<file path="config.mk">
export PLATFORM = sky130hd
export DESIGN_NAME = uart_tx_arbiter
export DESIGN_NICKNAME = d
export VERILOG_FILES = /design/src/rtl/uart_arb_pkg.sv /design/src/rtl/uart_tx_arbiter_rr_picker.sv /design/src/rtl/uart_tx_arbiter.sv
export SDC_FILE = /design/constraint.sdc
export NUM_CORES = 1
export LEC_CHECK = 0
export ABC_AREA = 1
export BUFFER_PORTS_ARGS = -buffer_cell sky130_fd_sc_hd__buf_2
export CORE_ASPECT_RATIO = 1.75
export CORE_MARGIN = 2
export CORE_UTILIZATION = 48
export CTS_CLUSTER_DIAMETER = 50
export DETAILED_ROUTE_END_ITERATION = 7
export PLACE_DENSITY = 0.79
export SYNTH_ARGS = -nofsm -noshare
export SYNTH_HDL_FRONTEND = slang
export SYNTH_SLANG_ARGS = --single-unit
</file>
<file path="constraint.sdc">
create_clock -name i_clk -period 2.14 [get_ports i_clk]
set_clock_uncertainty 0.15 [all_clocks]
set_input_delay 0.321 -clock i_clk [delete_from_list [all_inputs] [get_ports i_clk]]
set_output_delay 0.321 -clock i_clk [all_outputs]
set_load 0.01 [all_outputs]
</file>
<file path="src/rtl/uart_arb_pkg.sv">
// ---------------------------------------------------------------------------
// uart_arb_pkg
// Shared types and defaults for the UART transmit arbiter.
//   arbState_t   : arbiter FSM states (IDLE, LAUNCH, WAIT_BUSY, WAIT_DONE)
//   uartByte_t   : one transmitted byte
//   DEF_NUM_REQ, DEF_BUSY_TIMEOUT : default parameter values for the top
// ---------------------------------------------------------------------------
package uart_arb_pkg;

    localparam int DEF_NUM_REQ      = 4;
    localparam int DEF_BUSY_TIMEOUT = 4;

    typedef logic [7:0] uartByte_t;

    typedef enum logic [1:0] {
        IDLE      = 2'd0,
        LAUNCH    = 2'd1,
        WAIT_BUSY = 2'd2,
        WAIT_DONE = 2'd3
    } arbState_t;

endpackage

</file>
<file path="src/rtl/uart_tx_arbiter_rr_picker.sv">
// ---------------------------------------------------------------------------
// rr_picker
// Combinational rotating-priority encoder. Scans i_req starting at i_ptr,
// wrapping modulo NUM_REQ, and reports the first set bit.
// Ports:
//   i_req    [NUM_REQ] : request vector
//   i_ptr    [IDX_W]   : index with highest priority this cycle
//   o_found            : at least one request set
//   o_winner [IDX_W]   : index of the selected request (0 when none)
// ---------------------------------------------------------------------------
module rr_picker #(
    parameter int NUM_REQ = 4,
    parameter int IDX_W   = 2
) (
    input  logic [NUM_REQ-1:0] i_req,
    input  logic [IDX_W-1:0]   i_ptr,
    output logic               o_found,
    output logic [IDX_W-1:0]   o_winner
);

    // Walk offsets from farthest to nearest so the nearest hit to i_ptr
    // is the last one written and therefore wins.
    always_comb begin
        int               w_pos;
        logic [IDX_W-1:0] w_idx;
        o_found  = 1'b0;
        o_winner = '0;
        w_pos    = 0;
        w_idx    = '0;
        for (int k = NUM_REQ - 1; k >= 0; k--) begin
            w_pos = (int'(i_ptr) + k) % NUM_REQ;
            w_idx = IDX_W'(w_pos);
            if (i_req[w_idx]) begin
                o_found  = 1'b1;
                o_winner = w_idx;
            end
        end
    end

endmodule

</file>
<file path="src/rtl/uart_tx_arbiter.sv">
// ---------------------------------------------------------------------------
// uart_tx_arbiter
// Shares one UART transmit engine among NUM_REQ byte producers using
// round-robin arbitration. Accepts one byte at a time, issues a one-cycle
// tx_en pulse and follows tx_status (1 = idle) until the frame completes.
// If the engine never reports busy within BUSY_TIMEOUT cycles the byte is
// dropped and o_err pulses.
// Optional feature (macro UART_ARB_LOCK_EN): adds i_req_last so a requester
// can hold the engine for a multi-byte packet.
// Ports:
//   i_clk, i_rst              : clock, asynchronous active-high reset
//   i_req_valid [NUM_REQ]     : per-requester byte valid
//   i_req_data  [8*NUM_REQ]   : requester i byte in bits [8i+7:8i]
//   i_req_last  [NUM_REQ]     : (UART_ARB_LOCK_EN only) last byte of packet
//   o_req_ready [NUM_REQ]     : one-hot accept, byte taken on valid&ready
//   o_tx_data   [8]           : byte to sender, stable until next accept
//   o_tx_en                   : one-cycle start pulse to sender
//   i_tx_status               : sender status, 1 = idle
//   o_grant_id  [IDX_W]       : requester currently owning the engine
//   o_busy                    : high from accept until engine idle again
//   o_err                     : one-cycle pulse on busy timeout
// ---------------------------------------------------------------------------
module uart_tx_arbiter
    import uart_arb_pkg::*;
#(
    parameter int NUM_REQ      = DEF_NUM_REQ,
    parameter int IDX_W        = $clog2(NUM_REQ),
    parameter int BUSY_TIMEOUT = DEF_BUSY_TIMEOUT
) (
    input  logic                 i_clk,
    input  logic                 i_rst,
    input  logic [NUM_REQ-1:0]   i_req_valid,
    input  logic [8*NUM_REQ-1:0] i_req_data,
`ifdef UART_ARB_LOCK_EN
    input  logic [NUM_REQ-1:0]   i_req_last,
`endif
    output logic [NUM_REQ-1:0]   o_req_ready,
    output uartByte_t            o_tx_data,
    output logic                 o_tx_en,
    input  logic                 i_tx_status,
    output logic [IDX_W-1:0]     o_grant_id,
    output logic                 o_busy,
    output logic                 o_err
);

    localparam int               CNT_W    = $clog2(BUSY_TIMEOUT) + 1;
    localparam logic [CNT_W-1:0] CNT_LAST = CNT_W'(BUSY_TIMEOUT - 1);

    arbState_t          r_state;
    arbState_t          w_nextState;
    logic [IDX_W-1:0]   r_rrPtr;
    uartByte_t          r_txData;
    logic [IDX_W-1:0]   r_grantId;
    logic               r_busy;
    logic [CNT_W-1:0]   r_cnt;

    logic [NUM_REQ-1:0] w_pickReq;
    logic               w_found;
    logic [IDX_W-1:0]   w_winner;
    logic               w_accept;
    logic               w_timeout;
    logic               w_done;
    logic [IDX_W-1:0]   w_nextPtr;
    uartByte_t          w_winData;

`ifdef UART_ARB_LOCK_EN
    logic               r_lock;

    // While a packet is open only its owner may compete.
    assign w_pickReq = r_lock ? (i_req_valid & (NUM_REQ'(1) << r_grantId))
                              : i_req_valid;
`else
    assign w_pickReq = i_req_valid;
`endif

    rr_picker #(
        .NUM_REQ (NUM_REQ),
        .IDX_W   (IDX_W)
    ) u_picker (
        .i_req    (w_pickReq),
        .i_ptr    (r_rrPtr),
        .o_found  (w_found),
        .o_winner (w_winner)
    );

    assign w_winData = i_req_data[{w_winner, 3'b000} +: 8];
    assign w_nextPtr = (r_grantId == IDX_W'(NUM_REQ - 1)) ? '0 : r_grantId + 1'b1;

    // Next-state and Moore/Mealy outputs. Ready is only ever raised in
    // IDLE with the engine idle, which keeps at most one byte in flight.
    always_comb begin
        w_nextState = r_state;
        o_req_ready = '0;
        o_tx_en     = 1'b0;
        o_err       = 1'b0;
        w_accept    = 1'b0;
        w_timeout   = 1'b0;
        w_done      = 1'b0;
        case (r_state)
            IDLE: begin
                if (i_tx_status && w_found) begin
                    w_accept              = 1'b1;
                    o_req_ready[w_winner] = 1'b1;
                    w_nextState           = LAUNCH;
                end
            end
            LAUNCH: begin
                o_tx_en     = 1'b1;
                w_nextState = WAIT_BUSY;
            end
            WAIT_BUSY: begin
                if (!i_tx_status) begin
                    w_nextState = WAIT_DONE;
                end else if (r_cnt == CNT_LAST) begin
                    w_timeout   = 1'b1;
                    o_err       = 1'b1;
                    w_nextState = IDLE;
                end
            end
            WAIT_DONE: begin
                if (i_tx_status) begin
                    w_done      = 1'b1;
                    w_nextState = IDLE;
                end
            end
            default: w_nextState = IDLE;
        endcase
    end

    // State, captured byte/grant, busy flag, timeout counter and the
    // round-robin pointer, which only moves once a byte is finished.
    always_ff @(posedge i_clk or posedge i_rst) begin
        if (i_rst) begin
            r_state   <= IDLE;
            r_rrPtr   <= '0;
            r_txData  <= '0;
            r_grantId <= '0;
            r_busy    <= 1'b0;
            r_cnt     <= '0;
`ifdef UART_ARB_LOCK_EN
            r_lock    <= 1'b0;
`endif
        end else begin
            r_state <= w_nextState;
            if (w_accept) begin
                r_txData  <= w_winData;
                r_grantId <= w_winner;
                r_busy    <= 1'b1;
`ifdef UART_ARB_LOCK_EN
                r_lock    <= !i_req_last[w_winner];
`endif
            end
            if (r_state == LAUNCH) begin
                r_cnt <= '0;
            end else if (r_state == WAIT_BUSY && i_tx_status && !w_timeout) begin
                r_cnt <= r_cnt + 1'b1;
            end
            if (w_timeout) begin
                r_busy  <= 1'b0;
                r_rrPtr <= w_nextPtr;
`ifdef UART_ARB_LOCK_EN
                r_lock  <= 1'b0;
`endif
            end
            if (w_done) begin
                r_busy <= 1'b0;
`ifdef UART_ARB_LOCK_EN
                if (!r_lock) begin
                    r_rrPtr <= w_nextPtr;
                end
`else
                r_rrPtr <= w_nextPtr;
`endif
            end
        end
    end

    assign o_tx_data  = r_txData;
    assign o_grant_id = r_grantId;
    assign o_busy     = r_busy;

endmodule

</file>
======== Yosys cells after proc, flatten, opt, wreduce, memory -nomap -nowiden ========
Index checks and enable logic that the tools add are counted.
word-level totals
  register bits ........................... 18
  output and inout port bits .............. 17
  word-level logic and storage cells ...... 77
operators by class
  equal/unequal tests ..................... 8
  magnitude comparators ................... 6
  multiplexer cells ....................... 41
  shifts and indexed selects .............. 1
  add/subtract/negate cells ............... 5
  reductions and logical operators ........ 10
operators by type and width
  operator                                                            count
  variable part select 32 x 6 -> 8 bit                                1
  2-to-1 mux 2 bit                                                    11
  2-to-1 mux 1 bit                                                    20
  < comparator 2 x 3 -> 1 bit (second input constant)                 5
  binary-select mux 1 bit (select 2 bit)                              4
  2-to-1 mux 4 bit                                                    2
  one-hot mux 2 bit (4 select lines)                                  1
  == test 2 bit (second input constant)                               3
  2-to-1 mux 3 bit                                                    2
  adder 2 x 1 -> 2 bit (second input constant)                        2
  adder 2 bit (second input constant)                                 2
  logical AND 1 bit                                                   4
  inequality test 2 bit (second input constant)                       2
  nonzero test 2 bit                                                  2
  adder 3 x 1 -> 3 bit (second input constant)                        1
  == test 3 x 2 -> 1 bit (second input constant)                      1
  inequality test 3 bit (second input constant)                       1
  AND reduction 3 bit                                                 1
  nonzero test 3 bit                                                  1
  demux 1 bit (select 2 bit)                                          1
  == test 2 x 1 -> 1 bit (second input constant)                      1
  greater-or-equal comparator 2 x 1 -> 1 bit (second input constant)  1
  logical NOT 2 bit                                                   1
  logical NOT 1 bit                                                   1

======== Logic depth before layout (Yosys ltp) ========
Gate-level depths: netlist (run 1).
  depth in word-level cells ............... 13
  mapped depth ............................ 16
  mapped depth without buffers ............ 15

======== Hierarchy ========
A second synthesis (run 1) with hierarchy kept.
unflattened totals
  cells, all modules ...................... 220
  area, all modules ....................... 1387.6 um^2
modules (own cells, without submodules)
  module           area each (um^2)  times used  cells each
  uart_tx_arbiter  1174.9            1           174
  rr_picker        212.7             1           46

======== Worst setup path before layout (run 1) ========
Ideal clock, no wire load.
  kind .................................... register to output
  start ................................... reg r_rrPtr[0]
  end ..................................... out o_req_ready[0]
  path slack .............................. 0.087 ns
  cell stages (with the launch flop) ...... 9
  data required time ...................... 1.669 ns
  arrival ................................. 1.582 ns
  cell sequence ........................... dfrtp_1 -> buf_6 -> o21ai_0 -> or2_1 -> nand2_1 -> nand2_2 -> nand2_2 -> buf_6 -> nor3_1
on the way
  word-level cells in the longest chain between the ends .. 13
  elaborated cells between the ends (all ways) .. 27
  classes of those cells .................. add/sub (3); order compare (2); mux (20); reduce/logical (2)
ends and longest elaborated chain
  element                                                                                                          RTL line                         source
  from (decl)                                                                                                      uart_tx_arbiter.sv:51            logic [IDX_W-1:0] r_rrPtr;
  from (signal assigned)                                                                                           uart_tx_arbiter.sv:160           r_rrPtr <= w_nextPtr;
  from (signal assigned)                                                                                           uart_tx_arbiter.sv:172           r_rrPtr <= w_nextPtr;
  adder 2 bit                                                                                                      uart_tx_arbiter_rr_picker.sv:31  w_pos = (int'(i_ptr) + k) % NUM_REQ;
  binary-select mux 1 bit (select 2 bit)                                                                           uart_tx_arbiter_rr_picker.sv:33  if (i_req[w_idx]) begin
  2-to-1 mux 1 bit (not written as such)                                                                           uart_tx_arbiter_rr_picker.sv:33
  2-to-1 mux 2 bit (4 in series)                                                                                   uart_tx_arbiter_rr_picker.sv:33
  < comparator 2 x 3 -> 1 bit (not written as such) or greater-or-equal comparator 2 x 1 -> 1 bit (tied branches)  uart_tx_arbiter.sv:103           o_req_ready[w_winner] = 1'b1;
  logical AND 1 bit (not written as such)                                                                          uart_tx_arbiter.sv:103
  2-to-1 mux 1 bit (not written as such)                                                                           uart_tx_arbiter.sv:103
  demux 1 bit (select 2 bit)                                                                                       uart_tx_arbiter.sv:103
  2-to-1 mux 4 bit (*)                                                                                             uart_tx_arbiter.sv:101           if (i_tx_status && w_found) begin
  2-to-1 mux 4 bit (*)                                                                                             uart_tx_arbiter.sv:99            case (r_state)
  to (decl)                                                                                                        uart_tx_arbiter.sv:37            output logic [NUM_REQ-1:0] o_req_ready,
Every way passes the cells marked *; elsewhere a longest branch is shown, timed or not. The select of a mux whose other input is x is not followed.

======== Final worst setup path (run 1) ========
  start ................................... reg r_rrPtr[0]
  end ..................................... out o_req_ready[3]
The elaborated chain is that of the path after synthesis.

==> results of run 1 <==
==> cells by family after synthesis <==
group                      count (synthesis)  synth area share, %
AOI/OAI and AO/OA                         13                 5.24
buffers and inverters                     43                 14.3
DFF                                       18                 32.5
adders and majority gates                  3                 2.71
and+or+nand+nor                          153                 45.3
==> critical path: stages, from the launching register on <==
cell	delay [ns]
dfrtp_2	0.47
nand2_1	0.14
o21ai_4	0.08
or2_4	0.28
buf_6	0.13
nand2_2	0.07
nand2_2	0.08
nand2_4	0.12
nand2_1	0.07
nor2_1	0.11
buf_2	0.15
==> power by group <==
group	switching, uW	leakage (uW)	internal, uW
registers	127	0.000223	494
clock network	117	0.0000288	164
logic	1540	0.00106	1110
==> cells in the mapped netlist (all sizes together) <==
master / count / area [sq um]
clkbuf: 1 / 3.75
inv: 34 / 128
dfrtp: 18 / 450
ha: 3 / 37.5
or2: 1 / 6.26
buf: 8 / 66.3
o22ai: 2 / 12.5
a21oi: 2 / 10.0
nand3: 27 / 140
nand2: 106 / 405
nor3: 3 / 15.0
o31ai: 1 / 7.51
a22oi: 1 / 7.51
o21ai: 7 / 35.0
nor2: 16 / 60.1
==> stage by stage <==
step	instances	power (uW)	hold WS, ns	utilization, %	worst slack (ns)
floorplan	230	1990	0.110	-	0.0867
global placement	320	2500	0.300	64.4	-0.00690
detailed placement	320	2520	0.310	64.4	-0.0516
CTS	337	3240	0.0392	74.3	-0.173
global route	338	3880	0.0779	78.9	-0.374
finish	338	3550	0.0131	78.9	-0.307
==> area by class of cell <==
class                      count  area, sq um
inverter                      34          133
tap                           27         33.8
clock buffer                   4         55.1
sequential                    18          453
fill                         199          576
multi-input combinational    169          948
timing repair buffer          86          523
==> timing repair <==
action	CTS	global route
resized for setup	44	26
hold buffers	0	0
endpoints found under the setup margin	4	13
pin swaps	17	19
buffers inserted	13	2
==> registers in the layout (all words and copies together), names as in the netlist <==
| signal | flops |
|---|---|
| o_tx_data | 8 |
| r_cnt | 3 |
| o_grant_id | 2 |
| r_rrPtr | 2 |
| r_state | 2 |
| o_busy | 1 |
==> routing by layer <==
metal  vias up  GRT usage [%]
met2        60           53.9
li1        864              -
met1       774           30.0
met5         -              0
met3        16           3.12
met4         0           11.4
==> worst min path at each step <==
stage,endpoint,slack (ns),depth (start not counted)
after floorplan,o_busy$_DFFE_PP0P_,0.11,1
after global placement,o_tx_data[3]$_DFFE_PP0P_,0.30,2
after detailed placement,o_busy$_DFFE_PP0P_,0.31,2
after CTS,o_tx_data[7]$_DFFE_PP0P_,0.04,2
after global routing,r_state[0]$_DFFE_PP0P_,0.08,2
final,r_state[0]$_DFFE_PP0P_,0.01,2
==> layout by cell type, fill, tap and decap left out, drive strengths merged <==
cell type	instances
nand3	27
buf	86
dfrtp	18
o31ai	1
nor3	3
a21oi	2
o22ai	2
or2	1
clkbuf	4
o21ai	7
ha	3
a22oi	1
inv	34
nor2	16
nand2	106
==> impl_metrics.env, run 1 <==
export IMPL_reg2reg_depth=15
export IMPL_grt_pass1_vias=1722
export IMPL_required_ns=1.67
export IMPL_status="complete, but fails checks"
export IMPL_die_h_microns=75.1
export IMPL_rrSetupSlack_ns=-0.29
export IMPL_critPathCaptureType="output port"
export IMPL_r2r_start="r_rrPtr[0]$_DFFE_PP0N_"
export IMPL_wl_per_cell_microns=12.5
export IMPL_crit_end="o_req_ready[3]"
export IMPL_antenna_found_initial=0
export IMPL_area_growth_pct=54.9
export IMPL_final_period_utilization_pct=114
export IMPL_die_area_sq_mm=0.00335
export IMPL_max_clock_freq_mhz=409
export IMPL_maxSlewViolCount=0
export IMPL_slew_headroom_pct=53.2
export IMPL_fin_ws_ns=-0.307
export IMPL_drc_errors=0
export IMPL_fin_nets=354
export IMPL_fin_tns_setup_ns=-1.64
export IMPL_grt_max_degree=19
export IMPL_track_usage_pct=28.2
export IMPL_drv_cap=0
export IMPL_post_dp_cell_area_sq_mm=0.00175
export IMPL_wl_microns=4230
export IMPL_arrival_ns=1.98
export IMPL_cts_sinks=18
export IMPL_synth_cell_types=19
export IMPL_final_min_clock_period_ns=2.45
export IMPL_yosysWarnings=0
export IMPL_critPathKind="reg -> out"
export IMPL_synth_avg_cell_area_sq_um=6.02
export IMPL_peakVddDrop_uv=1040
export IMPL_syn_nets=272
export IMPL_power_leakage_uw=0.00131
export IMPL_clock_tree_root_cell="clkbuf_8"
export IMPL_topRoutingLayerUsed="met4"
export IMPL_grt_pass1_wl_microns=7140
export IMPL_drt_pass1_iter_count=4
export IMPL_worstReg2RegEnd="o_grant_id[0]$_DFFE_PP0P_"
export IMPL_h_tree_depth=1
export IMPL_hp_class="in -> async"
export IMPL_rsz0062_at_grt="yes"
export IMPL_ios=56
export IMPL_violations="setup timing"
export IMPL_initial_core_util_pct=50.9
export IMPL_p_per_area_mw_per_mm2=1660
export IMPL_clockBufferDepth=2
export IMPL_vias=1714
export IMPL_stdcell_area_sq_mm=0.00215
export IMPL_final_hold_viol_count=0
export IMPL_cts_tree="built"
export IMPL_dpl_hpwl_microns=2790
export IMPL_synth_seq_cells=18
export IMPL_drive_gt1_share_pct=43.1
export IMPL_path_clk_slew_ns=0.07
export IMPL_wl_met3_microns=177
export IMPL_grt_overflow=0
export IMPL_ant_nets=0
export IMPL_route_met2_wl_microns=2280
export IMPL_worstMarginPinSlew_ns=0.701
export IMPL_n_antenna_cell=0
export IMPL_setup_viol=13
export IMPL_ys_seq_area_share_pct=32.5
export IMPL_globalplace_congestion=0.918
export IMPL_cts_inserted_buffers=3
export IMPL_crit_path_start_kind="flop"
export IMPL_met1_length_microns=1640
export IMPL_netlist_instances=230
export IMPL_die_x_microns=44.6
export IMPL_cp_max_fo=6
export IMPL_syn_area_sq_mm=0.00139
export IMPL_viasPerCell=5.07
export IMPL_drt_initial_drc_count=41
export IMPL_clk_latency_ns=0.26
export IMPL_core_area_sq_mm=0.00272
export IMPL_critPathLaunch="r_rrPtr[0]$_DFFE_PP0N_"
export IMPL_portBuffers=55
export IMPL_rows=25
(Power assumes the default switching activity.)
==> run 2, diff against run 1 <==
--- a/config.mk
+++ b/config.mk
@@ -13,6 +13,7 @@
 export CTS_CLUSTER_DIAMETER = 50
 export DETAILED_ROUTE_END_ITERATION = 7
 export PLACE_DENSITY = 0.79
+export RECOVER_POWER = 50
 export SYNTH_ARGS = -nofsm -noshare
 export SYNTH_HDL_FRONTEND = slang
 export SYNTH_SLANG_ARGS = --single-unit
==> impl_metrics.env, run 2 (synthesized netlist as in run 1, its figures left out) <==
export IMPL_dpl_hpwl_microns=2790
export IMPL_hp_class="in -> async"
export IMPL_max_clock_freq_mhz=409
export IMPL_die_h_microns=75.1
export IMPL_clk_latency_ns=0.26
export IMPL_cts_tree="built"
export IMPL_maxSlewViolCount=0
export IMPL_cp_max_fo=6
export IMPL_setup_viol=13
export IMPL_core_area_sq_mm=0.00272
export IMPL_grt_pass1_vias=1722
export IMPL_nFillCells=201
export IMPL_p_per_area_mw_per_mm2=1660
export IMPL_path_clk_slew_ns=0.07
export IMPL_grt_overflow=0
export IMPL_status="complete, but fails checks"
export IMPL_crit_path_start_kind="flop"
export IMPL_fin_ws_ns=-0.307
export IMPL_fin_nets=354
export IMPL_largest_reg_flops=8
export IMPL_violations="setup timing"
export IMPL_n_antenna_cell=0
export IMPL_cts_inserted_buffers=3
export IMPL_rows=25
export IMPL_dpl_cell_count=320
export IMPL_fin_util_pct=78.8
export IMPL_cts_sinks=18
export IMPL_die_area_sq_mm=0.00335
export IMPL_viasPerCell=5.08
export IMPL_initial_core_util_pct=50.9
export IMPL_wl_per_cell_microns=12.5
export IMPL_clockBufferDepth=2
export IMPL_critPathKind="reg -> out"
export IMPL_power_leakage_uw=0.00131
export IMPL_ant_nets=0
export IMPL_final_common_cell="nand2_1"
export IMPL_wl_microns=4230
export IMPL_final_min_clock_period_ns=2.45
export IMPL_track_usage_pct=28.2
export IMPL_final_period_utilization_pct=114
export IMPL_arrival_ns=1.98
export IMPL_drt_initial_drc_count=40
export IMPL_antenna_found_initial=0
export IMPL_drt_pass1_iter_count=4
export IMPL_grt_max_degree=19
export IMPL_final_hold_viol_count=0
export IMPL_drive_gt1_share_pct=42.4
export IMPL_mostFrequentLayoutCells="nand2_1, buf_2, inv_1"
export IMPL_peakVddDrop_uv=1040
export IMPL_grt_pass1_wl_microns=7140
export IMPL_globalplace_congestion=0.918
export IMPL_required_ns=1.67
export IMPL_die_x_microns=44.6
export IMPL_clock_tree_root_cell="clkbuf_8"
export IMPL_vias=1717
export IMPL_portBuffers=55
export IMPL_h_tree_depth=1
export IMPL_worstMarginPinSlew_ns=0.702
export IMPL_drv_cap=0
export IMPL_ios=56
export IMPL_drc_errors=0
export IMPL_rsz0062_at_grt="yes"
export IMPL_slew_headroom_pct=53.1
export IMPL_area_growth_pct=54.7
export IMPL_critPathCaptureType="output port"
export IMPL_layout_cells_non_filler=338
[run 2: changes by cell type in the layout (fill, tap and decap cells not counted)]
cell,previous run,this run
buf_2,55,53
clkbuf_1,0,2
[run 2: path summary, 6_finish.rpt]
kind	from	to	slack, ns	cells past startpoint
worst min-delay path	i_rst	r_state[0]$_DFFE_PP0P_	0.01	2
min in group i_clk	i_tx_status	r_state[0]$_DFFE_PP0P_	0.17	2
max in group asynchronous	i_rst	r_rrPtr[0]$_DFFE_PP0N_	1.34	2
worst min register to register	o_tx_data[0]$_DFFE_PP0P_	o_tx_data[0]$_DFFE_PP0P_	0.33	2
worst max register to register	r_rrPtr[0]$_DFFE_PP0N_	o_grant_id[0]$_DFFE_PP0P_	-0.29	15
worst max-delay path	r_rrPtr[0]$_DFFE_PP0N_	o_req_ready[3]	-0.31	10
[run 2: power by group]
part           internal (uW)  switching [uW]  total (uW)
logic                   1110            1540        2650
registers                494             128         622
clock network            164             116         280
total                   1760            1780        3550
[run 2: critical path, cell delays in order, from the launching register on]
cell	delay, ns
dfrtp_2	0.47
nand2_1	0.14
o21ai_4	0.08
or2_4	0.28
buf_6	0.13
nand2_2	0.07
nand2_2	0.08
nand2_4	0.12
nand2_1	0.07
nor2_1	0.11
buf_2	0.15
[run 2: per-layer routing]
layer / vias to the layer above / share of wire, % / routed length (microns) / global-route usage [%]
met3: 16 / 4.2 / 177 / 3.12
met4: 0 / 3.2 / 136 / 11.4
met5: - / 0 / 0 / 0
met2: 60 / 54 / 2280 / 53.9
met1: 776 / 39 / 1640 / 30.0
li1: 865 / - / - / -
[run 2: area by class of cell]
type                            instances  area [sq um]  share of cell area, %
Timing Repair Buffer                   86           520                   24.3
Clock buffer                            4          55.1                   2.57
Inverter                               34           133                   6.19
Multi-Input combinational cell        169           948                   44.2
Tap cell                               27          33.8                   1.58
Sequential cell                        18           453                   21.1
[run 2: through the flow]
stage          setup TNS (ns)  area [sq um]  hold WS [ns]  setup WS [ns]  power [uW]
4_1_cts                -0.791          2020        0.0392         -0.173        3240
3_5_place_dp          -0.0638          1750         0.310        -0.0516        2520
6_report                -1.64          2140        0.0132         -0.307        3550
2_1_floorplan               0          1390         0.110         0.0867        1990
3_3_place_gp         -0.00690          1750         0.300       -0.00690        2500
5_1_grt                 -2.85          2140        0.0779         -0.374        3880
[run 2: repair_timing]
item                                    4_1_cts  5_1_grt
hold buffers                                  0        0
pin swaps                                    17       19
buffers inserted                             13        2
gates resized for setup                      44       26
endpoints found under the hold margin         0        0
endpoints found under the setup margin        4       13
